File: config.mk
export PLATFORM = sky130hd
export DESIGN_NAME = muldiv_hilo_unit
export DESIGN_NICKNAME = d
export VERILOG_FILES = /design/src/rtl/muldiv_hilo_unit.sv
export SDC_FILE = /design/constraint.sdc
export NUM_CORES = 1
export LEC_CHECK = 0
export ABC_AREA = 0
export CORE_MARGIN = 2
export CORE_UTILIZATION = 40
export CTS_CLUSTER_SIZE = 16
export DETAILED_ROUTE_END_ITERATION = 12
export GPL_ROUTABILITY_DRIVEN = 0
export SLEW_MARGIN = 20
export SYNTH_ARGS = -nofsm -noshare
export SYNTH_HDL_FRONTEND = slang
export SYNTH_SLANG_ARGS = --single-unit
File: constraint.sdc
create_clock -name clk -period 3.1 [get_ports clk]
set_clock_uncertainty 0.05 [all_clocks]
set_input_delay 0.31 -clock clk [delete_from_list [all_inputs] [get_ports clk]]
set_output_delay 0.31 -clock clk [all_outputs]
set_load 0.1 [all_outputs]
File: src/rtl/muldiv_hilo_unit.sv
// muldiv_hilo_unit: iterative multiply/divide unit with HI/LO result registers.
//
// Ports
//   clk          sole clock, rising edge
//   reset_n      synchronous active-low reset
//   start        request, sampled only while idle
//   op           000 MULT, 001 MULTU, 010 DIV, 011 DIVU, 100 MTHI, 101 MTLO, 11x no-op
//   src_a        multiplicand / dividend / MTHI-MTLO data
//   src_b        multiplier / divisor
//   busy         high while a mul/div is in flight
//   done         one-cycle pulse after HI/LO receive a mul/div result
//   div_by_zero  valid with done; DIV/DIVU with src_b == 0
//   hi, lo       HI and LO registers
//   dbg_state    current FSM state
//
// Handshake: a request is taken when start is high at a rising edge with busy
// low; there is no queueing, so start while busy is dropped. done is asserted
// for exactly one cycle with busy already low, so a new start may be presented
// in that same cycle.
module muldiv_hilo_unit #(
  parameter int WIDTH = 32,
  parameter int STEP  = 1
) (
  input  logic             clk,
  input  logic             reset_n,
  input  logic             start,
  input  logic [2:0]       op,
  input  logic [WIDTH-1:0] src_a,
  input  logic [WIDTH-1:0] src_b,
  output logic             busy,
  output logic             done,
  output logic             div_by_zero,
  output logic [WIDTH-1:0] hi,
  output logic [WIDTH-1:0] lo,
  output logic [1:0]       dbg_state
);

  localparam int N  = WIDTH / STEP;
  localparam int CW = $clog2(N + 1);

  typedef enum logic [1:0] {IDLE, MUL, DIV, FIX} state_t;

  state_t state, state_next;

  logic [CW-1:0]    cnt;
  logic [WIDTH-1:0] acc;    // partial product high half / partial remainder
  logic [WIDTH-1:0] qr;     // multiplier being consumed / dividend becoming quotient
  logic [WIDTH-1:0] bv;     // multiplicand or divisor magnitude
  logic             neg_q;  // product or quotient must be negated
  logic             neg_r;  // remainder takes the dividend's sign
  logic             dbz;
  logic             is_div;

  // Operand magnitudes for the signed ops (op[0] == 0 means signed).
  logic             a_neg, b_neg;
  logic [WIDTH-1:0] a_mag, b_mag;

  always_comb begin
    a_neg = ~op[0] & src_a[WIDTH-1];
    b_neg = ~op[0] & src_b[WIDTH-1];
    a_mag = a_neg ? -src_a : src_a;
    b_mag = b_neg ? -src_b : src_b;
  end

  // STEP shift-add steps, multiplier bits consumed LSB first.
  logic [WIDTH:0]   mt;
  logic [WIDTH-1:0] m_acc, m_q;

  always_comb begin
    mt    = '0;
    m_acc = acc;
    m_q   = qr;
    for (int i = 0; i < STEP; i++) begin
      mt = {1'b0, m_acc};
      if (m_q[0]) mt = mt + {1'b0, bv};
      m_q   = {mt[0], m_q[WIDTH-1:1]};
      m_acc = mt[WIDTH:1];
    end
  end

  // STEP restoring-division steps, quotient bits resolved MSB first.
  // The remainder stays below the divisor, so WIDTH+1 bits never overflow.
  logic [WIDTH:0]   du;
  logic [WIDTH-1:0] d_r, d_q;

  always_comb begin
    du  = '0;
    d_r = acc;
    d_q = qr;
    for (int i = 0; i < STEP; i++) begin
      du  = {d_r, d_q[WIDTH-1]};
      d_q = {d_q[WIDTH-2:0], 1'b0};
      if (du >= {1'b0, bv}) begin
        du     = du - {1'b0, bv};
        d_q[0] = 1'b1;
      end
      d_r = du[WIDTH-1:0];
    end
  end

  // Sign correction. Divide by zero forces the quotient to all ones; the
  // remainder then holds |src_a| and the dividend-sign fix restores src_a.
  logic [2*WIDTH-1:0] prod;
  logic [WIDTH-1:0]   quo, rem, fix_hi, fix_lo;

  always_comb begin
    prod   = neg_q ? -{acc, qr} : {acc, qr};
    quo    = dbz ? '1 : (neg_q ? -qr : qr);
    rem    = neg_r ? -acc : acc;
    fix_hi = is_div ? rem : prod[2*WIDTH-1:WIDTH];
    fix_lo = is_div ? quo : prod[WIDTH-1:0];
  end

  always_ff @(posedge clk) begin
    if (!reset_n) state <= IDLE;
    else          state <= state_next;
  end

  always_comb begin
    state_next = state;
    case (state)
      IDLE:    if (start && !op[2]) state_next = op[1] ? DIV : MUL;
      MUL:     if (cnt == '0) state_next = FIX;
      DIV:     if (cnt == '0) state_next = FIX;
      FIX:     state_next = IDLE;
      default: state_next = IDLE;
    endcase
  end

  always_ff @(posedge clk) begin
    if (!reset_n) begin
      hi          <= '0;
      lo          <= '0;
      cnt         <= '0;
      acc         <= '0;
      qr          <= '0;
      bv          <= '0;
      neg_q       <= 1'b0;
      neg_r       <= 1'b0;
      dbz         <= 1'b0;
      is_div      <= 1'b0;
      done        <= 1'b0;
      div_by_zero <= 1'b0;
    end else begin
      done        <= 1'b0;
      div_by_zero <= 1'b0;
      case (state)
        IDLE: begin
          if (start) begin
            if (!op[2]) begin
              acc    <= '0;
              qr     <= op[1] ? a_mag : b_mag;
              bv     <= op[1] ? b_mag : a_mag;
              cnt    <= CW'(N);
              neg_q  <= a_neg ^ b_neg;
              neg_r  <= a_neg;
              dbz    <= op[1] && (src_b == '0);
              is_div <= op[1];
            end else if (op == 3'b100) begin
              hi <= src_a;
            end else if (op == 3'b101) begin
              lo <= src_a;
            end
          end
        end
        MUL: begin
          if (cnt != '0) begin
            acc <= m_acc;
            qr  <= m_q;
            cnt <= cnt - CW'(1);
          end
        end
        DIV: begin
          if (cnt != '0) begin
            acc <= d_r;
            qr  <= d_q;
            cnt <= cnt - CW'(1);
          end
        end
        FIX: begin
          hi          <= fix_hi;
          lo          <= fix_lo;
          done        <= 1'b1;
          div_by_zero <= dbz;
        end
        default: ;
      endcase
    end
  end

  assign busy      = (state != IDLE);
  assign dbg_state = state;

endmodule

---- Yosys cells after proc, flatten, opt, wreduce, memory -nomap -nowiden ----
Index checks and enable logic that the tools add are counted.
operators by class
  add/sub/neg operators ................... 8
  equal/unequal tests ..................... 16
  reduce and logical (&&, ||, !) cells .... 19
  muxes and demuxes ....................... 41
  $lt $le $gt $ge ......................... 1
  bitwise gates (word level) .............. 5
operators with widths
  cell                 number
  $mux 32              25
  $pmux 32 s3          2
  $neg 32->32          4
  $pmux 32 s2          2
  $mux 64              1
  $neg 64->64          1
  $add 32x32->33       1
  $ge 33x32->1         1
  $mux 33              1
  $logic_not 32->1     1
  $sub 32x32->32       1
  $mux 6               3
  $ne 2x2->1 const B   9
  $pmux 6 s2           1
  $reduce_and 5->1     2
  $reduce_and 4->1     2
  $eq 3x3->1 const B   2
  $logic_not 6->1      1
  $mux 2               3
  $pmux 2 s3           1
  $reduce_bool 2->1    3
  $reduce_bool 6->1    1
  $sub 6x1->6 const B  1
  $eq 2x2->1 const B   2
  13 further kinds     19
word-level totals
  input port bits ......................... 70
  register bits ........................... 174
  output and inout port bits .............. 69

---- Depth between registers and ports, before layout ----
Gate-level depths: netlist of run 1.
  depth in word-level cells ............... 7
  gate-level depth with buffers ........... 14
  mapped depth without buffers ............ 13

---- Worst setup path before layout of run 1 ----
OpenSTA, ideal clock, no wires.
  path type ............................... register to register
  from .................................... reg state[0] (netlist: dbg_state[0])
  to ...................................... reg lo[10]
  path buffers ............................ 2
  arrival ................................. 3.354 ns
  data required time ...................... 2.980 ns
  period minus slack after synthesis ...... 3.475 ns
  library setup time ...................... 0.070 ns
  stages on the path, launching flop included .. 10
  setup slack ............................. -0.375 ns
  cell sequence ........................... dfxtp_1 inv_1 ha_1 inv_1 nor3_1 a21oi_1 clkbuf_1 clkbuf_1 nand2_1 a21oi_1
between the ends
  longest elaborated chain between the ends .. 3
ends and longest elaborated chain
  element                                                                  RTL line  RTL
  start, declared                                                          43        state_t state, state_next;
  start signal, assigned                                                   116       else state <= state_next;
  $logic_not 2->1 / $eq 2x2->1 (equally long branches)                     147       case (state)
  $ne 2x2->1 (no source line) / $reduce_bool 2->1 (equally long branches)  --
  $reduce_and 5->1 (no source line)                                        --
  end signal, assigned                                                     162       lo <= src_a;
  end signal, assigned                                                     182       lo <= fix_lo;
  end, declared                                                            34        output logic [WIDTH-1:0] lo,
Parallel ways exist; a longest one is shown, timed or not.
A chain may end at the register's enable or synchronous reset.

---- Final worst setup path of run 1 ----
  from .................................... reg qr[7]
  to ...................................... reg hi[7]
between the ends
  longest elaborated chain between the ends .. 4
ends and longest elaborated chain
  element                 RTL line  RTL
  start, declared         47        logic [WIDTH-1:0] qr;
  start signal, assigned  152       qr <= op[1] ? a_mag : b_mag;
  start signal, assigned  169       qr <= m_q;
  start signal, assigned  176       qr <= d_q;
  $neg 64->64             107       prod = neg_q ? -{acc, qr} : {acc, qr};
  $mux 64                 107
  $mux 32                 110       fix_hi = is_div ? rem : prod[2*WIDTH-1:WIDTH];
  $pmux 32 s2             147
  end signal, assigned    160       hi <= src_a;
  end signal, assigned    181       hi <= fix_hi;
  end, declared           33        output logic [WIDTH-1:0] hi,
Every way passes these cells.

==> results.py, run 1 <==
metrics = {
    "yosys": {
        "synth-xor-area-share": 0.100,
        "synthAdderAreaFrac": 0.0634,
        "synth_cells": 2104,
        "yosysTopAreaCell": "dfxtp_1",
        "synth_top_family_by_area": "compound AO/OA/AOI/OAI gates",
        "yosys_most_used_dff": "dfxtp_1",
        "async_reset_ff_frac": 0,
        "synthMuxAreaShare": 0.0384,
        "ys_warn_count": 0,
        "ys_seq_area_frac": 0.229,
        "avgSynthCellArea_um2": 7.24,
        "syn-num-nets": 2250,
        "synth_area_um2": 15200,
        "synth_edf_count": 0,
        "synth_compound_area_frac": 0.301,
        "synth_area_leaders": "dfxtp_1 23%, a21oi_1 7.7%, xnor2_1 6.7%, ha_1 6.1%, nand2_1 5.3%",
        "yosys.area_share.simple": 0.208,
        "synth_seq_cells": 174,
        "synth_cell_types": 81,
        "synth_top_area_frac": 0.229,
    },
    "global_route": {
        "grt_pass1_vias": 16700,
        "grt_use_total": 0.326,
        "grt_max_degree": 77,
        "antenna_found_initial": 0,
        "grt-ovfl-total": 0,
        "grt_pass1_wl_mm": 97.8,
    },
    "route": {
        "vias_per_cell": 6.06,
        "drt-pass1-iter-count": 5,
        "ant_nets": 0,
        "route.vias.total": 17700,
        "dr.first_iter.drc_count": 1711,
        "wl_mm": 65.7,
        "wire_per_inst_um": 22.5,
        "drc": 0,
    },
    "final_layout": {
        "nets": 2541,
        "seq_area_um2": 3500,
        "fin_util": 0.524,
        "n_fill_cell": 3676,
        "drive_above_1_share": 0.196,
        "mostFrequentLayoutCells": "332 x buf_4, 225 x a21oi_1, 216 x nand2_1, 185 x nor2_1, 163 x dfxtp_1",
        "layout_commonest_cell": "buf_4",
        "num_antenna_cells": 0,
        "fin_cells": 2919,
        "multi_input_area_um2": 11200,
        "area_growth_pct": 29.2,
    },
    "place": {
        "place_hpwl_mm": 52.0,
        "portBuffers": 138,
        "dp.cells": 2883,
    },
    "clock_tree": {
        "ctsHoldBuffers": 0,
        "cts_buffer_depth": 2,
        "clk_latency_ns": 0.46,
        "cts_tree": "built",
        "root_buffer": "clkbuf_16",
        "cts-htree-levels": 4,
        "cts_inserted_buffers": 17,
        "clkTransAtPathRegs_ns": 0.08,
        "clock-sinks": 174,
    },
    "power_and_ir_drop": {
        "switchingPower_mw": 6.96,
        "ir_drop_uv": 705,
        "power_frac_clock": 0.159,
        "swShare": 0.499,
        "pwr_density_cell_nw_per_um2": 709,
        "combPwrFrac": 0.628,
        "p_total_mw": 14.0,
        "p_int_mw": 7.00,
        "p_leak_nw": 8.01,
        "p_seq_frac": 0.213,
    },
    "timing": {
        "final.period_utilization": 1.01,
        "slew_viol_final": 0,
        "hold_viol_final": 0,
        "fin_crit_ns": 3.12,
        "timing.hold.ws_ns": 0.408,
        "tns_ns": -0.0236,
        "setup_viol": 1,
        "worst_pin_slew_ns": 0.988,
        "grt_setup_unrepaired": "true",
        "relSlewSlack": 0.339,
        "finalWorstSetupSlack_ns": -0.0236,
        "fmax_mhz": 320,
    },
    "run_status": {
        "violations": "setup timing",
        "status": "finished, violations left",
    },
    "setup_path": {
        "required_ns": 3.43,
        "crit_type": "flip-flop to flip-flop",
        "end_kind": "flip-flop",
        "r2r_cells": 11,
        "cp_data_arrival_time_ns": 3.45,
        "path_cells": "or4_4, nor4_4, buf_4, nand4b_4, or3_1, buf_4, o21ai_0, mux2i_1, xnor2_1, a211o_1, a21oi_1",
        "crit_fanout": 5,
        "critPathLaunchType": "flip-flop",
        "cpPeakStageDelay_ns": 0.58,
        "cp_slowest_cell": "or4_4",
        "cp_common_cell": "buf_4",
    },
    "floorplanning": {
        "core_area_um2": 37600,
        "start_util": 0.406,
        "die_width_um": 199,
        "die_area_um2": 39700,
        "die_h_um": 199,
        "fp-row-count": 71,
        "ioPinCount": 139,
    },
    "job": {
        "drv_cap": 0,
    },
    "hold_path": {
        "hold_class": "input pin to flip-flop",
        "whs_path_depth": 4,
    },
}
==> worst max-delay path, delay by kind of cell, from the launching register on <==
kind	cells	cell delay, ns
buffers and inverters	2	0.34
AO/OA/AOI/OAI	3	0.64
flip-flops	1	0.31
multiplexers	1	0.13
XOR/XNOR	1	0.17
AND/OR/NAND/NOR	4	1.40
==> what timing repair did <==
action,4_1_cts,5_1_grt
setup endpoints to repair,10,48
buffers inserted,2,3
pin swaps,2,24
resized for setup,10,68
==> synth_stat cells, types with 15 or more instances <==
library cell,number
nand3_1,47
xor2_1,58
or2_2,15
o31ai_1,20
ha_1,74
a211oi_1,36
a21o_1,30
clkbuf_1,136
nand2_1,216
nor3_1,54
mux2i_1,54
nor2b_1,15
nand4_1,19
o41ai_1,17
o21ai_0,158
a211o_1,23
a22oi_1,16
xnor2_1,116
or4_1,15
dfxtp_1,174
o221ai_1,24
or3_1,16
inv_1,73
o211ai_1,28
nor2_1,189
a31oi_1,22
a21oi_1,233
==> per-stage QoR <==
step,cell area [µm²],setup slack [ns]
finish,19700,-0.0236
global route,19700,-0.0558
CTS,19400,-0.0171
detailed placement,18700,-0.142
global placement,18700,-0.128
floorplan,15300,0.00547
==> area by class of cell <==
class	count	area share
multi-input cells	1695	0.569
inverters	76	0.0147
clock buffers	19	0.0225
clock inverters	13	0.00661
repair buffers	431	0.177
well taps	511	0.0325
flip-flops and latches	174	0.178
==> power by group through the flow <==
stage | Sequential, mW | Combinational [mW] | Clock [mW]
6_report | 2.98 | 8.77 | 2.22
5_1_grt | 3.01 | 9.29 | 2.30
4_1_cts | 2.95 | 8.32 | 2.22
3_5_place_dp | 3.00 | 8.20 | 0
3_3_place_gp | 2.99 | 8.12 | 0
2_1_floorplan | 3.53 | 4.66 | 0
==> routing by layer <==
layer,GRT usage,vias to the layer above,wire [µm]
met4,0.170,0,3710
li1,-,8246,-
met5,0,-,0
met2,0.509,937,29000
met3,0.0478,164,5870
met1,0.437,8329,27100
==> kinds of logic (layout without fill, tap and decap cells) <==
| family | after synthesis | after routing |
|---|---|---|
| buffers and inverters | 235 | 539 |
| and+or+nand+nor | 665 | 665 |
| muxes | 58 | 58 |
| AOI/OAI and AO/OA | 722 | 722 |
| xor gates and xnor gates | 174 | 174 |
| adders and majority gates | 76 | 76 |
| DFF | 174 | 174 |
==> final timing paths <==
check	from	to	slack, ns
min reg2reg	lo[8]	lo[8]	0.41
max	qr[7]	hi[7]	-0.02
max reg2reg	qr[7]	hi[7]	-0.02
min	reset_n	bv[0]	0.41
==> state kept, by name, indices dropped and copies added, names as in the netlist, 2 cells and up <==
| name | flops |
|---|---|
| qr | 32 |
| lo | 32 |
| acc | 32 |
| bv | 32 |
| cnt | 6 |
| hi | 32 |
| dbg_state | 2 |
(Power assumes the default switching activity.)
==> run 2: changes to the inputs <==
--- a/config.mk
+++ b/config.mk
@@ -11,7 +11,6 @@
 export CTS_CLUSTER_SIZE = 16
 export DETAILED_ROUTE_END_ITERATION = 12
 export GPL_ROUTABILITY_DRIVEN = 0
-export SLEW_MARGIN = 20
 export SYNTH_ARGS = -nofsm -noshare
 export SYNTH_HDL_FRONTEND = slang
 export SYNTH_SLANG_ARGS = --single-unit
==> results of run 2 <==
No change in the layout: final DEF, timing and power equal those of run 1.
==> run 3: changes to the inputs <==
==> constraint.sdc (replaced) <==
create_clock -name clk -period 3.65 [get_ports clk]
set_clock_uncertainty 0.05 [all_clocks]
set_input_delay 0.365 -clock clk [delete_from_list [all_inputs] [get_ports clk]]
set_output_delay 0.365 -clock clk [all_outputs]
set_load 0.1 [all_outputs]
==> run 3 against run 2 <==
Net effect: the run now ends clean; worst setup slack better by 0.25 ns; power is 21% lower; cell area shrank 7.8%; hold slack about the same; via count down 4.0%; register-to-register slack better by 0.25 ns; non-clock buffer count is 167 lower; critical path depth rose by 1; maximum frequency fell by 8.7%; core utilization decreased by 4.1 points; clock power down 15%; first-iteration DRC count is 15% higher; highest routed layer unchanged.
==> results.py, run 3 (synthesis gave the netlist of run 1 again) <==
metrics = {
    "run_status": {
        "status": "complete, no violations",
    },
    "timing": {
        "tns_ns": 0,
        "relSlewSlack": 0.283,
        "fin_crit_ns": 3.42,
        "worst_pin_slew_ns": 1.07,
        "final.period_utilization": 0.937,
        "finalWorstSetupSlack_ns": 0.230,
        "hold_viol_final": 0,
        "fmax_mhz": 292,
        "setup_viol": 0,
        "grt_setup_unrepaired": "false",
        "timing.hold.ws_ns": 0.408,
        "slew_viol_final": 0,
    },
    "final_layout": {
        "fin_util": 0.483,
        "nets": 2374,
        "layout_commonest_cell": "a21oi_1",
        "final_area_um2": 18200,
        "mostFrequentLayoutCells": "232 x a21oi_1, 216 x nand2_1, 187 x nor2_1, 174 x dfxtp_1, 157 x o21ai_0",
        "area_growth_pct": 19.1,
        "drive_above_1_share": 0.0910,
    },
    "route": {
        "route.vias.total": 17000,
        "wl_mm": 64.3,
        "vias_per_cell": 6.16,
        "drt-pass1-iter-count": 9,
        "ant_nets": 0,
        "drc": 0,
        "wire_per_inst_um": 23.4,
        "dr.first_iter.drc_count": 1963,
    },
    "floorplanning": {
        "core_area_um2": 37600,
        "die_width_um": 199,
        "ioPinCount": 139,
        "die_h_um": 199,
        "die_area_um2": 39700,
        "start_util": 0.406,
        "fp-row-count": 71,
    },
    "global_route": {
        "grt-ovfl-total": 0,
        "grt_pass1_vias": 16000,
        "grt_pass1_wl_mm": 96.0,
        "antenna_found_initial": 2,
        "grt_use_total": 0.321,
        "grt_max_degree": 77,
    },
    "setup_path": {
        "crit_fanout": 8,
        "required_ns": 3.94,
        "end_kind": "flip-flop",
        "cpPeakStageDelay_ns": 0.37,
        "crit_family": "compound AO/OA/AOI/OAI gates",
        "path_cells": "inv_1, ha_1, nor2b_1, o2111ai_1, a211o_1, a211o_1, a211o_1, nand2_2, buf_4, o22ai_1, o21ai_0, o211ai_1",
        "crit_type": "flip-flop to flip-flop",
        "cp_slowest_cell": "dfxtp_1",
        "cp_common_cell": "a211o_1",
        "worst-path-buf-inv": 2,
        "cp_data_arrival_time_ns": 3.71,
        "critPathLaunchType": "flip-flop",
    },
    "place": {
        "placed_area_um2": 17600,
        "preCtsSetupSlack_ns": 0.172,
        "portBuffers": 138,
        "place_hpwl_mm": 49.8,
    },
    "clock_tree": {
        "cts-htree-levels": 4,
        "postCtsSetupBuffers": 0,
        "root_buffer": "clkbuf_16",
        "cts_inserted_buffers": 17,
        "ctsHoldBuffers": 0,
        "cts-resized-gates": 0,
        "cts_buffer_depth": 2,
        "clkTransAtPathRegs_ns": 0.09,
        "clock-sinks": 174,
        "clk_latency_ns": 0.47,
        "cts_tree": "built",
    },
    "hold_path": {
        "hold_class": "flip-flop to flip-flop",
    },
    "power_and_ir_drop": {
        "ir_drop_uv": 526,
        "p_leak_nw": 7.03,
        "pwr_density_cell_nw_per_um2": 609,
    },
    "job": {
        "drv_cap": 0,
    },
}
-- run 3: cell types whose count changed in the layout (fill, tap and decap cells not counted), sizes merged --
cell and change:
bufinv -1, buf -206, inv +4, clkdlybuf4s50 +39, clkinv +1, clkbuf -2
clkinvlp -2, diode +1
-- run 3: worst min-delay path: cells and delay by family (launching register included) --
kind / cells / cell delay [ns]
flip-flops: 1 / 0.31
AND/OR/NAND/NOR: 1 / 0.05
AO/OA/AOI/OAI: 1 / 0.05
-- run 3: per-stage QoR --
stage                     std cells  power (mW)
after floorplan                2104        6.94
after global placement         2720        8.97
after detailed placement       2720        9.00
after CTS                      2752        10.9
after global routing           2752        11.5
final                          2753        11.1
-- run 3: layout make-up --
cell class / instances / area (µm²)
well taps: 511 / 639
diodes: 1 / 2.50
clock buffers: 17 / 425
inverters: 76 / 285
repair buffers: 264 / 2310
multi-input cells: 1695 / 10900
fillers: 3780 / 19400
clock inverters: 15 / 144
flip-flops and latches: 174 / 3480
-- run 3: path summary, 6_finish.rpt --
| path | start | endpoint | slack, ns | depth (start not counted) |
|---|---|---|---|---|
| setup / recovery | bv[1] | acc[31] | 0.23 | 12 |
| hold / removal | lo[31] | lo[31] | 0.41 | 2 |
| setup reg to reg | bv[1] | acc[31] | 0.23 | 12 |
| hold reg to reg | lo[31] | lo[31] | 0.41 | 2 |
-- run 3: power by group --
group | switching [mW] | internal [mW] | leakage, nW
Sequential | 0.464 | 2.22 | 1.42
Combinational | 4.32 | 2.16 | 5.33
Clock | 0.975 | 0.909 | 0.279
-- run 3: per-layer routing --
layer / track usage / part of all wire / up-vias
met5: 0 / 0 / -
met4: 0.147 / 0.051 / 0
met3: 0.0741 / 0.096 / 151
met2: 0.499 / 0.44 / 869
met1: 0.421 / 0.41 / 8042
li1: - / - / 7905
